`src/rtl/mmio_pkg.sv`:
```
// Shared constants for the MMIO input capture controller: default load addresses,
// status-word bit positions and the read-mux selector.
package mmio_pkg;

    localparam logic [7:0] DEF_DATA_ADDR = 8'hFF;
    localparam logic [7:0] DEF_STAT_ADDR = 8'hFE;

    localparam int unsigned ST_OVF     = 7;
    localparam int unsigned ST_FULL    = 6;
    localparam int unsigned ST_EMPTY   = 5;
    localparam int unsigned ST_CNT_MSB = 3;

    typedef enum logic [1:0] {
        SEL_MEM,
        SEL_DATA,
        SEL_STAT
    } rd_sel_e;

endpackage

```
`src/rtl/mmio_in_ctrl_if.sv`:
```
// CPU load bus seen by the capture controller: address, load strobe,
// memory read data in, and the load result back to the register file.
interface mmio_in_ctrl_if #(
    parameter int unsigned WIDTH = 8
);
    logic [WIDTH-1:0] Address;
    logic             Rd_en;
    logic [WIDTH-1:0] MemData;
    logic [WIDTH-1:0] RegData;

    modport master (output Address, output Rd_en, output MemData, input RegData);
    modport slave  (input Address, input Rd_en, input MemData, output RegData);
endinterface

```
`src/rtl/sync_edge.sv`:
```
// Two-flop synchroniser plus one edge-history flop; flags a rising edge of an
// asynchronous input for exactly one clock.
module sync_edge (
    input  logic clk,
    input  logic rst_n,
    input  logic async_in,
    output logic rise_pulse
);

    logic s1;
    logic s2;
    logic s3;

    always_ff @(posedge clk or negedge rst_n) begin
        if (!rst_n) begin
            s1 <= 1'b0;
            s2 <= 1'b0;
            s3 <= 1'b0;
        end else begin
            s1 <= async_in;
            s2 <= s1;
            s3 <= s2;
        end
    end

    assign rise_pulse = s2 & ~s3;

endmodule

```
`src/rtl/mmio_in_ctrl.sv`:
```
// Captures strobed external data into a small FIFO and exposes it to CPU loads
// through a memory-mapped data port and status word; Irq flags a non-empty FIFO.
module mmio_in_ctrl
    import mmio_pkg::*;
#(
    parameter int unsigned    WIDTH     = 8,
    parameter int unsigned    DEPTH     = 4,
    parameter logic [WIDTH-1:0] DATA_ADDR = WIDTH'(DEF_DATA_ADDR),
    parameter logic [WIDTH-1:0] STAT_ADDR = WIDTH'(DEF_STAT_ADDR)
) (
    input  logic             clk,
    input  logic             rst_n,
    input  logic [WIDTH-1:0] Data_in,
    input  logic             In_strobe,
    mmio_in_ctrl_if.slave    bus,
    output logic             Irq
);

    localparam int unsigned PTR_W     = $clog2(DEPTH);
    localparam int unsigned CNT_W     = PTR_W + 1;
    localparam int unsigned CNT_FLD_W = ST_CNT_MSB + 1;

    logic [WIDTH-1:0] mem [DEPTH];
    logic [PTR_W-1:0] rd_ptr;
    logic [PTR_W-1:0] wr_ptr;
    logic [CNT_W-1:0] count;
    logic [CNT_W-1:0] count_nxt;
    logic             ovf;

    logic             rise;
    logic             full;
    logic             empty;
    logic             pop;
    logic             push_ok;
    logic             ovf_evt;
    logic             ovf_clr;
    rd_sel_e          sel;
    logic [WIDTH-1:0] head;
    logic [WIDTH-1:0] status;

    sync_edge u_sync (
        .clk        (clk),
        .rst_n      (rst_n),
        .async_in   (In_strobe),
        .rise_pulse (rise)
    );

    assign full    = (count == CNT_W'(DEPTH));
    assign empty   = (count == '0);
    assign pop     = bus.Rd_en && (bus.Address == DATA_ADDR) && !empty;
    // A pop in the same cycle frees the slot a full-FIFO push needs.
    assign push_ok = rise && (!full || pop);
    assign ovf_evt = rise && full && !pop;
    assign ovf_clr = bus.Rd_en && (bus.Address == STAT_ADDR);

    always_comb begin
        count_nxt = count;
        if (push_ok && !pop)      count_nxt = count + CNT_W'(1);
        else if (pop && !push_ok) count_nxt = count - CNT_W'(1);
    end

    always_ff @(posedge clk or negedge rst_n) begin
        if (!rst_n) begin
            rd_ptr <= '0;
            wr_ptr <= '0;
            count  <= '0;
            ovf    <= 1'b0;
            Irq    <= 1'b0;
        end else begin
            if (pop)     rd_ptr <= rd_ptr + PTR_W'(1);
            if (push_ok) wr_ptr <= wr_ptr + PTR_W'(1);
            count <= count_nxt;
            // Overflow set takes priority over a coincident status-read clear.
            if (ovf_evt)      ovf <= 1'b1;
            else if (ovf_clr) ovf <= 1'b0;
            Irq <= (count_nxt != '0);
        end
    end

    // Storage carries no reset; empty reads are masked at the mux instead.
    always_ff @(posedge clk) begin
        if (push_ok) mem[wr_ptr] <= Data_in;
    end

    assign head = empty ? '0 : mem[rd_ptr];

    always_comb begin
        status                  = '0;
        status[ST_OVF]          = ovf;
        status[ST_FULL]         = full;
        status[ST_EMPTY]        = empty;
        status[ST_CNT_MSB:0]    = CNT_FLD_W'(count);
    end

    always_comb begin
        sel = SEL_MEM;
        if (bus.Address == DATA_ADDR)      sel = SEL_DATA;
        else if (bus.Address == STAT_ADDR) sel = SEL_STAT;
    end

    always_comb begin
        bus.RegData = bus.MemData;
        case (sel)
            SEL_DATA: bus.RegData = head;
            SEL_STAT: bus.RegData = status;
            default:  bus.RegData = bus.MemData;
        endcase
    end

endmodule

```
`src/flat_wrapper.sv`:
```
// flat-port wrapper written by rule: the top's interface ports become plain ports
module mmio_in_ctrl_flat import mmio_pkg::*;
#(
    parameter int unsigned    WIDTH     = 8,
    parameter int unsigned    DEPTH     = 4,
    parameter logic [WIDTH-1:0] DATA_ADDR = WIDTH'(DEF_DATA_ADDR),
    parameter logic [WIDTH-1:0] STAT_ADDR = WIDTH'(DEF_STAT_ADDR)
)
  (clk, rst_n, Data_in, In_strobe, Irq, bus_Address, bus_Rd_en, bus_MemData, bus_RegData);
  mmio_in_ctrl_if #(.WIDTH(WIDTH)) bus_i ();
  input  logic clk;
  input  logic rst_n;
  input  logic [WIDTH-1:0] Data_in;
  input  logic In_strobe;
  output logic Irq;
  input wire logic [$bits(bus_i.Address)-1:0] bus_Address;
  input wire logic [$bits(bus_i.Rd_en)-1:0] bus_Rd_en;
  input wire logic [$bits(bus_i.MemData)-1:0] bus_MemData;
  output wire logic [$bits(bus_i.RegData)-1:0] bus_RegData;
  assign bus_i.Address = bus_Address;
  assign bus_i.Rd_en = bus_Rd_en;
  assign bus_i.MemData = bus_MemData;
  assign bus_RegData = bus_i.RegData;
  mmio_in_ctrl #(.WIDTH(WIDTH), .DEPTH(DEPTH), .DATA_ADDR(DATA_ADDR), .STAT_ADDR(STAT_ADDR)) u_core (.clk(clk), .rst_n(rst_n), .Data_in(Data_in), .In_strobe(In_strobe), .bus(bus_i), .Irq(Irq));
endmodule
```
`config.mk`:
```
export PLATFORM = sky130hd
export DESIGN_NAME = mmio_in_ctrl_flat
export DESIGN_NICKNAME = d
export VERILOG_FILES = /design/src/rtl/mmio_pkg.sv /design/src/rtl/mmio_in_ctrl_if.sv /design/src/rtl/sync_edge.sv /design/src/rtl/mmio_in_ctrl.sv /design/src/flat_wrapper.sv
export SDC_FILE = /design/constraint.sdc
export NUM_CORES = 1
export LEC_CHECK = 0
export BUFFER_PORTS_ARGS = -buffer_cell sky130_fd_sc_hd__buf_2
export CAP_MARGIN = 20
export CORE_MARGIN = 2
export CORE_UTILIZATION = 35
export DETAILED_ROUTE_END_ITERATION = 8
export HOLD_SLACK_MARGIN = 0.05
export MAX_ROUTING_LAYER = met4
export SLEW_MARGIN = 20
export SYNTH_ARGS = -nofsm -noshare
export SYNTH_HDL_FRONTEND = slang
export SYNTH_SLANG_ARGS = --single-unit
```
`constraint.sdc`:
```
create_clock -name clk -period 3.6 [get_ports clk]
set_input_delay 0.36 -clock clk [delete_from_list [all_inputs] [get_ports clk]]
set_output_delay 0.36 -clock clk [all_outputs]
set_load 0.1 [all_outputs]
```
== Yosys cells after proc, flatten, opt, wreduce, memory -nomap -nowiden ==
Memories as Yosys holds them, arrays and structs flattened.
Index checks and enable logic that the tools add are counted.
W data, S select, Z words.

* Multiplexer cells: 10
* Reduce and logical (&&, ||, !) cells: 16
* Bitwise logic cells: 2
* Add/subtract/negate cells: 4
* Equality and inequality tests: 5

{| class="wikitable"
|+ Operators with widths
! kind !! count
|-
| $eq A8 B8 Y1 const B || 2
|-
| $pmux W8 S2 || 1
|-
| $logic_and A1 B1 Y1 || 8
|-
| $mux W8 || 1
|-
| $mux W3 || 2
|-
| $add A2 B1 Y2 const B || 2
|-
| $logic_not A1 Y1 || 4
|-
| $mux W1 || 4
|-
| $mux W2 || 2
|-
| $add A3 B1 Y3 const B || 1
|-
| $eq A3 B3 Y1 const B || 1
|-
| $logic_not A3 Y1 || 1
|-
| $reduce_bool A3 Y1 || 1
|-
| $sub A3 B1 Y3 const B || 1
|-
| $eq A2 B1 Y1 const B || 1
|-
| $eq A2 B2 Y1 const B || 1
|-
| $reduce_bool A2 Y1 || 1
|-
| $and A1 B1 Y1 || 1
|-
| $logic_or A1 B1 Y1 || 1
|-
| $not A1 Y1 || 1
|}

* Bits of input ports: 28
* Memories: 1
* Output and inout bits: 9
* Flip-flop bits (word level): 12
* RAM bits: 32

{| class="wikitable"
|+ Memory list
! name !! depth !! width !! rd ports !! clocked after memory_dff !! wr ports !! line !! text
|-
| u_core.mem || 4 || 8 || 1 || 0 || 1 || mmio_in_ctrl.sv:23 || <nowiki>logic [WIDTH-1:0] mem [DEPTH];</nowiki>
|}

== Depth between registers and ports, before layout ==
* Depth after elaboration: 10
* Depth in mapped cells: 8

== Hierarchy ==
From an unflattened synthesis, not the netlist that was laid out.

* Cells, all modules: 151
* Area total of the unflattened synthesis: 2095.8 µm²

{| class="wikitable"
|+ By module, submodules not included
! module !! area an instance (µm²) !! sequential area each (µm²) !! cells an instance !! times used
|-
| mmio_in_ctrl || 2006.9 || 1186.1 || 147 || 1
|-
| sync_edge || 88.8 || 75.1 || 4 || 1
|}

== Worst setup path before layout ==
No wires, ideal clock.

* Path kind: register -> output
* Start point: register u_core.count[0]
* End point: output bus_RegData[5]
* Stages on the path, launching flop included: 8
* Path buffers: 1
* Arrival time: 3.315 ns
* Path slack: -0.075 ns
* Cells stage by stage: dfrtp_1 > inv_1 > ha_1 > nand2b_4 > and2_1 > buf_6 > a21oi_1 > o21ai_0

* Word-level cells in the longest chain between the ends: 3

{| class="wikitable"
|+ Ends and longest elaborated chain
! element !! line !! text
|-
| from (decl) || mmio_in_ctrl.sv:26 || <nowiki>logic [CNT_W-1:0] count;</nowiki>
|-
| from (signal assigned) || mmio_in_ctrl.sv:72 || <nowiki>count <= count_nxt;</nowiki>
|-
| $logic_not A3 Y1 (*) || mmio_in_ctrl.sv:49 || <nowiki>assign empty = (count == '0);</nowiki>
|-
| $mux W8 || mmio_in_ctrl.sv:85 || <nowiki>assign head = empty ? '0 : mem[rd_ptr];</nowiki>
|-
| $pmux W8 S2 (*) || mmio_in_ctrl.sv:103 || <nowiki>case (sel)</nowiki>
|-
| to (decl) || flat_wrapper.sv:19 || <nowiki>output wire logic [$bits(bus_i.RegData)-1:0] bus_RegData;</nowiki>
|}

Every way passes the cells marked *; elsewhere a longest branch is shown, timed or not.

== Worst setup path after layout ==
* Start point: register u_core.count[0]
* End point: output bus_RegData[1]

* Word-level cells in the longest chain between the ends: 3

{| class="wikitable"
|+ Ends and longest elaborated chain
! element !! line
|-
| $logic_not A3 Y1 || mmio_in_ctrl.sv:49
|-
| $mux W8 || mmio_in_ctrl.sv:85
|-
| $pmux W8 S2 || mmio_in_ctrl.sv:103
|}

Every way passes these cells.

==> flow_summary.toml <==
[route]
drc_errors = 0
drt_pre_antenna_iters = 4
finalWirelength_mm = 3.73
drtIter0Drc = 104
drt-vias-per-instance = 4.92
via_count = 1290
wire_per_inst_um = 14.2
drtAntennaViolNets = 0

[cells_and_area]
final_nets = 220
layout-drive-gt1-share_pct = 34.4
mostFrequentLayoutCell = "buf_2"
final_util_pct = 41.7
area_delta_synth_final_pct = 16.7
final_cell_mix = "buf_2, edfxtp_1, nand2_1"

[min_path]
worstHoldStart = "In_strobe"
worstHoldPathType = "input pin to flip-flop"
holdPathEnd = "u_core.u_sync.s1"
min_path_cells = 1

[logic_synthesis]
synth_area_mm2 = 0.00209
yosys.cell_types.count = 41
synth_cells = 149
synth_top_area_cell = "edfxtp_1"
avgSynthCellArea_um2 = 14.0
netlist.area_leader.share_pct = 46.0
ys_ff_latch = 44
ys_async_sr_fraction_pct = 27.3
ys_warn_count = 0
synth-seq-area-share_pct = 60.4
syn_nets = 184
synth-main-ff-cell = "edfxtp_1"
synthTopCellsByArea = "edfxtp_1, dfrtp_1, mux4_2"
synth_edf_count = 32

[setup_path]
cp_top_family = "simple AND/OR/NAND/NOR gates"
r2r-start = "u_core.count[0]"
crit_type = "flip-flop to output port"
cp_data_required_time_ps = 3240
rrSetupSlack_ps = 1390
r2r_end = "u_core.Irq"
critPathBufInv = 2
crit_path_end_kind = "output port"
arrival_ps = 2350
crit_path_max_fanout = 8
worstRegToRegCells = 7
worstPathCellList = "inv_1 > ha_1 > nand2b_4 > and2_1 > a221oi_1 > nor2_1 > buf_2"
start_kind = "flip-flop"
slowest_delay_ps = 480
crit_slowest_cell = "dfrtp_1"

[grt]
grt_remaining_overflow = 0
grt_usage_pct = 12.4
antenna_found_initial = 1
grt_pass1_vias = 1208
grt_max_degree = 16
grt_first_pass_wirelength_mm = 5.78

[place]
routabilityCongestion = 0.793
hpwl_mm = 2.76
io_buffers = 36

[sta]
fin_setup_tns_ps = 0
hold_violations = 0
finalCritPeriodShare_pct = 75.3
period_minus_slack_ps = 2710
setup_viol = 0
worstMarginPinSlew_ps = 553
rsz0062_at_grt = "false"
maxSlewHeadroom_pct = 63.2
max_freq_mhz = 369
skew_ps = 5.60
final-max-slew-violation-count = 0

[floorplan]
rows = 28
die_w_um = 81.3
start_util_pct = 35.7
die_h_um = 81.3
die_area_mm2 = 0.00660
coreArea_mm2 = 0.00585
io_pins = 37

[pwr]
power_density_mw_per_mm2 = 561
ir_drop_mv = 0.173
p_leak_nw = 0.930

[run]
maxCapViolCount = 0

[clocking]
path_clk_slew_ps = 80
clk_latency_ps = 300
cts-root-buf = "clkbuf_8"
cts_buffer_depth = 2
cts.sinks = 44
htreeDepth = 2
cts_tree = "done"
numCtsBuffers = 5

[outcome]
outcome = "finished clean"
-- area by class of cell --
class                   count  area (um2)
fillers                   545        3410
flip-flops and latches     44        1260
multi-input cells          90         749
repair buffers             37         190
well taps                  75        93.8
clock buffers               5        68.8
clock inverters             3        46.3
inverters                   7        26.3
diodes                      1        2.50
-- cells by family (layout without fill, tap and decap cells) --
kind of cell	Yosys count	in the layout	synth area share [%]
muxes	9	9	9.10
DFF	44	44	60.4
adders and majority gates	7	7	4.19
other	0	1	0
buffers and inverters	15	52	3.77
and+or+nand+nor	47	47	12.0
xor gates and xnor gates	4	4	1.68
AOI/OAI and AO/OA	23	23	8.92
-- synth_stat cells, types with 4 or more instances --
library cell / n
o21ai_0: 4
edfxtp_1: 32
xnor2_1: 4
dfrtp_1: 12
inv_1: 7
mux4_2: 8
nand2_1: 14
ha_1: 7
and3_2: 4
nor2_1: 10
-- how the worst max path moves through the flow --
stage	from	to	slack [ps]	cells after the start
after floorplan	bus_Address[2]	bus_RegData[2]	80	5
after global placement	u_core.count[0]	bus_RegData[0]	1200	7
after detailed placement	u_core.count[0]	bus_RegData[5]	1190	7
after CTS	u_core.count[0]	bus_RegData[5]	850	7
after global routing	u_core.count[0]	bus_RegData[5]	680	7
final	u_core.count[0]	bus_RegData[1]	890	7
-- metrics by stage --
stage                     worst slack [ps]  hold WS [ps]  power [mW]  area, um2  std cells
final                                  887           169        1.37       2440        262
after global routing                   684           159        1.45       2440        262
after CTS                              846           164        1.38       2440        261
after detailed placement              1190           261        1.00       2310        252
after global placement                1200           260        1.00       2310        252
after floorplan                       84.4          64.4       0.928       2090        149
-- worst reg2reg max path: cells and delay by family, from the launching register on --
| kind | cells | cell delay [ps] |
|---|---|---|
| fa+ha+maj | 1 | 320 |
| compound gates | 2 | 490 |
| simple gates | 3 | 670 |
| flops | 1 | 480 |
| buf+inv | 1 | 120 |
-- metal layers --
metal	vias up	share of wire [%]	global-route usage, %
met5	-	0	-
met4	0	1.5	4.92
met3	4	7.0	3.56
met2	45	47	19.8
met1	607	44	14.8
li1	634	-	-
-- power breakdown --
part | total [mW] | switching (mW) | internal, mW
registers | 0.662 | 0.0516 | 0.611
clock network | 0.376 | 0.167 | 0.209
logic | 0.329 | 0.201 | 0.128
-- what timing repair did --
| action | 4_1_cts | 5_1_grt |
|---|---|---|
| endpoints found under the hold margin | 12 | 0 |
| buffers inserted | 0 | 0 |
| hold buffers | 1 | 0 |
| resized for setup | 0 | 0 |
-- registers in the layout, summed over array words and instances, names as in the netlist --
signal,flops
u_core.u_sync.s3,1
u_core.wr_ptr,2
u_core.mem,32
u_core.Irq,1
u_core.u_sync.s1,1
u_core.ovf,1
u_core.rd_ptr,2
u_core.u_sync.s2,1
u_core.count,3
Power figures use the tool's default switching activity.
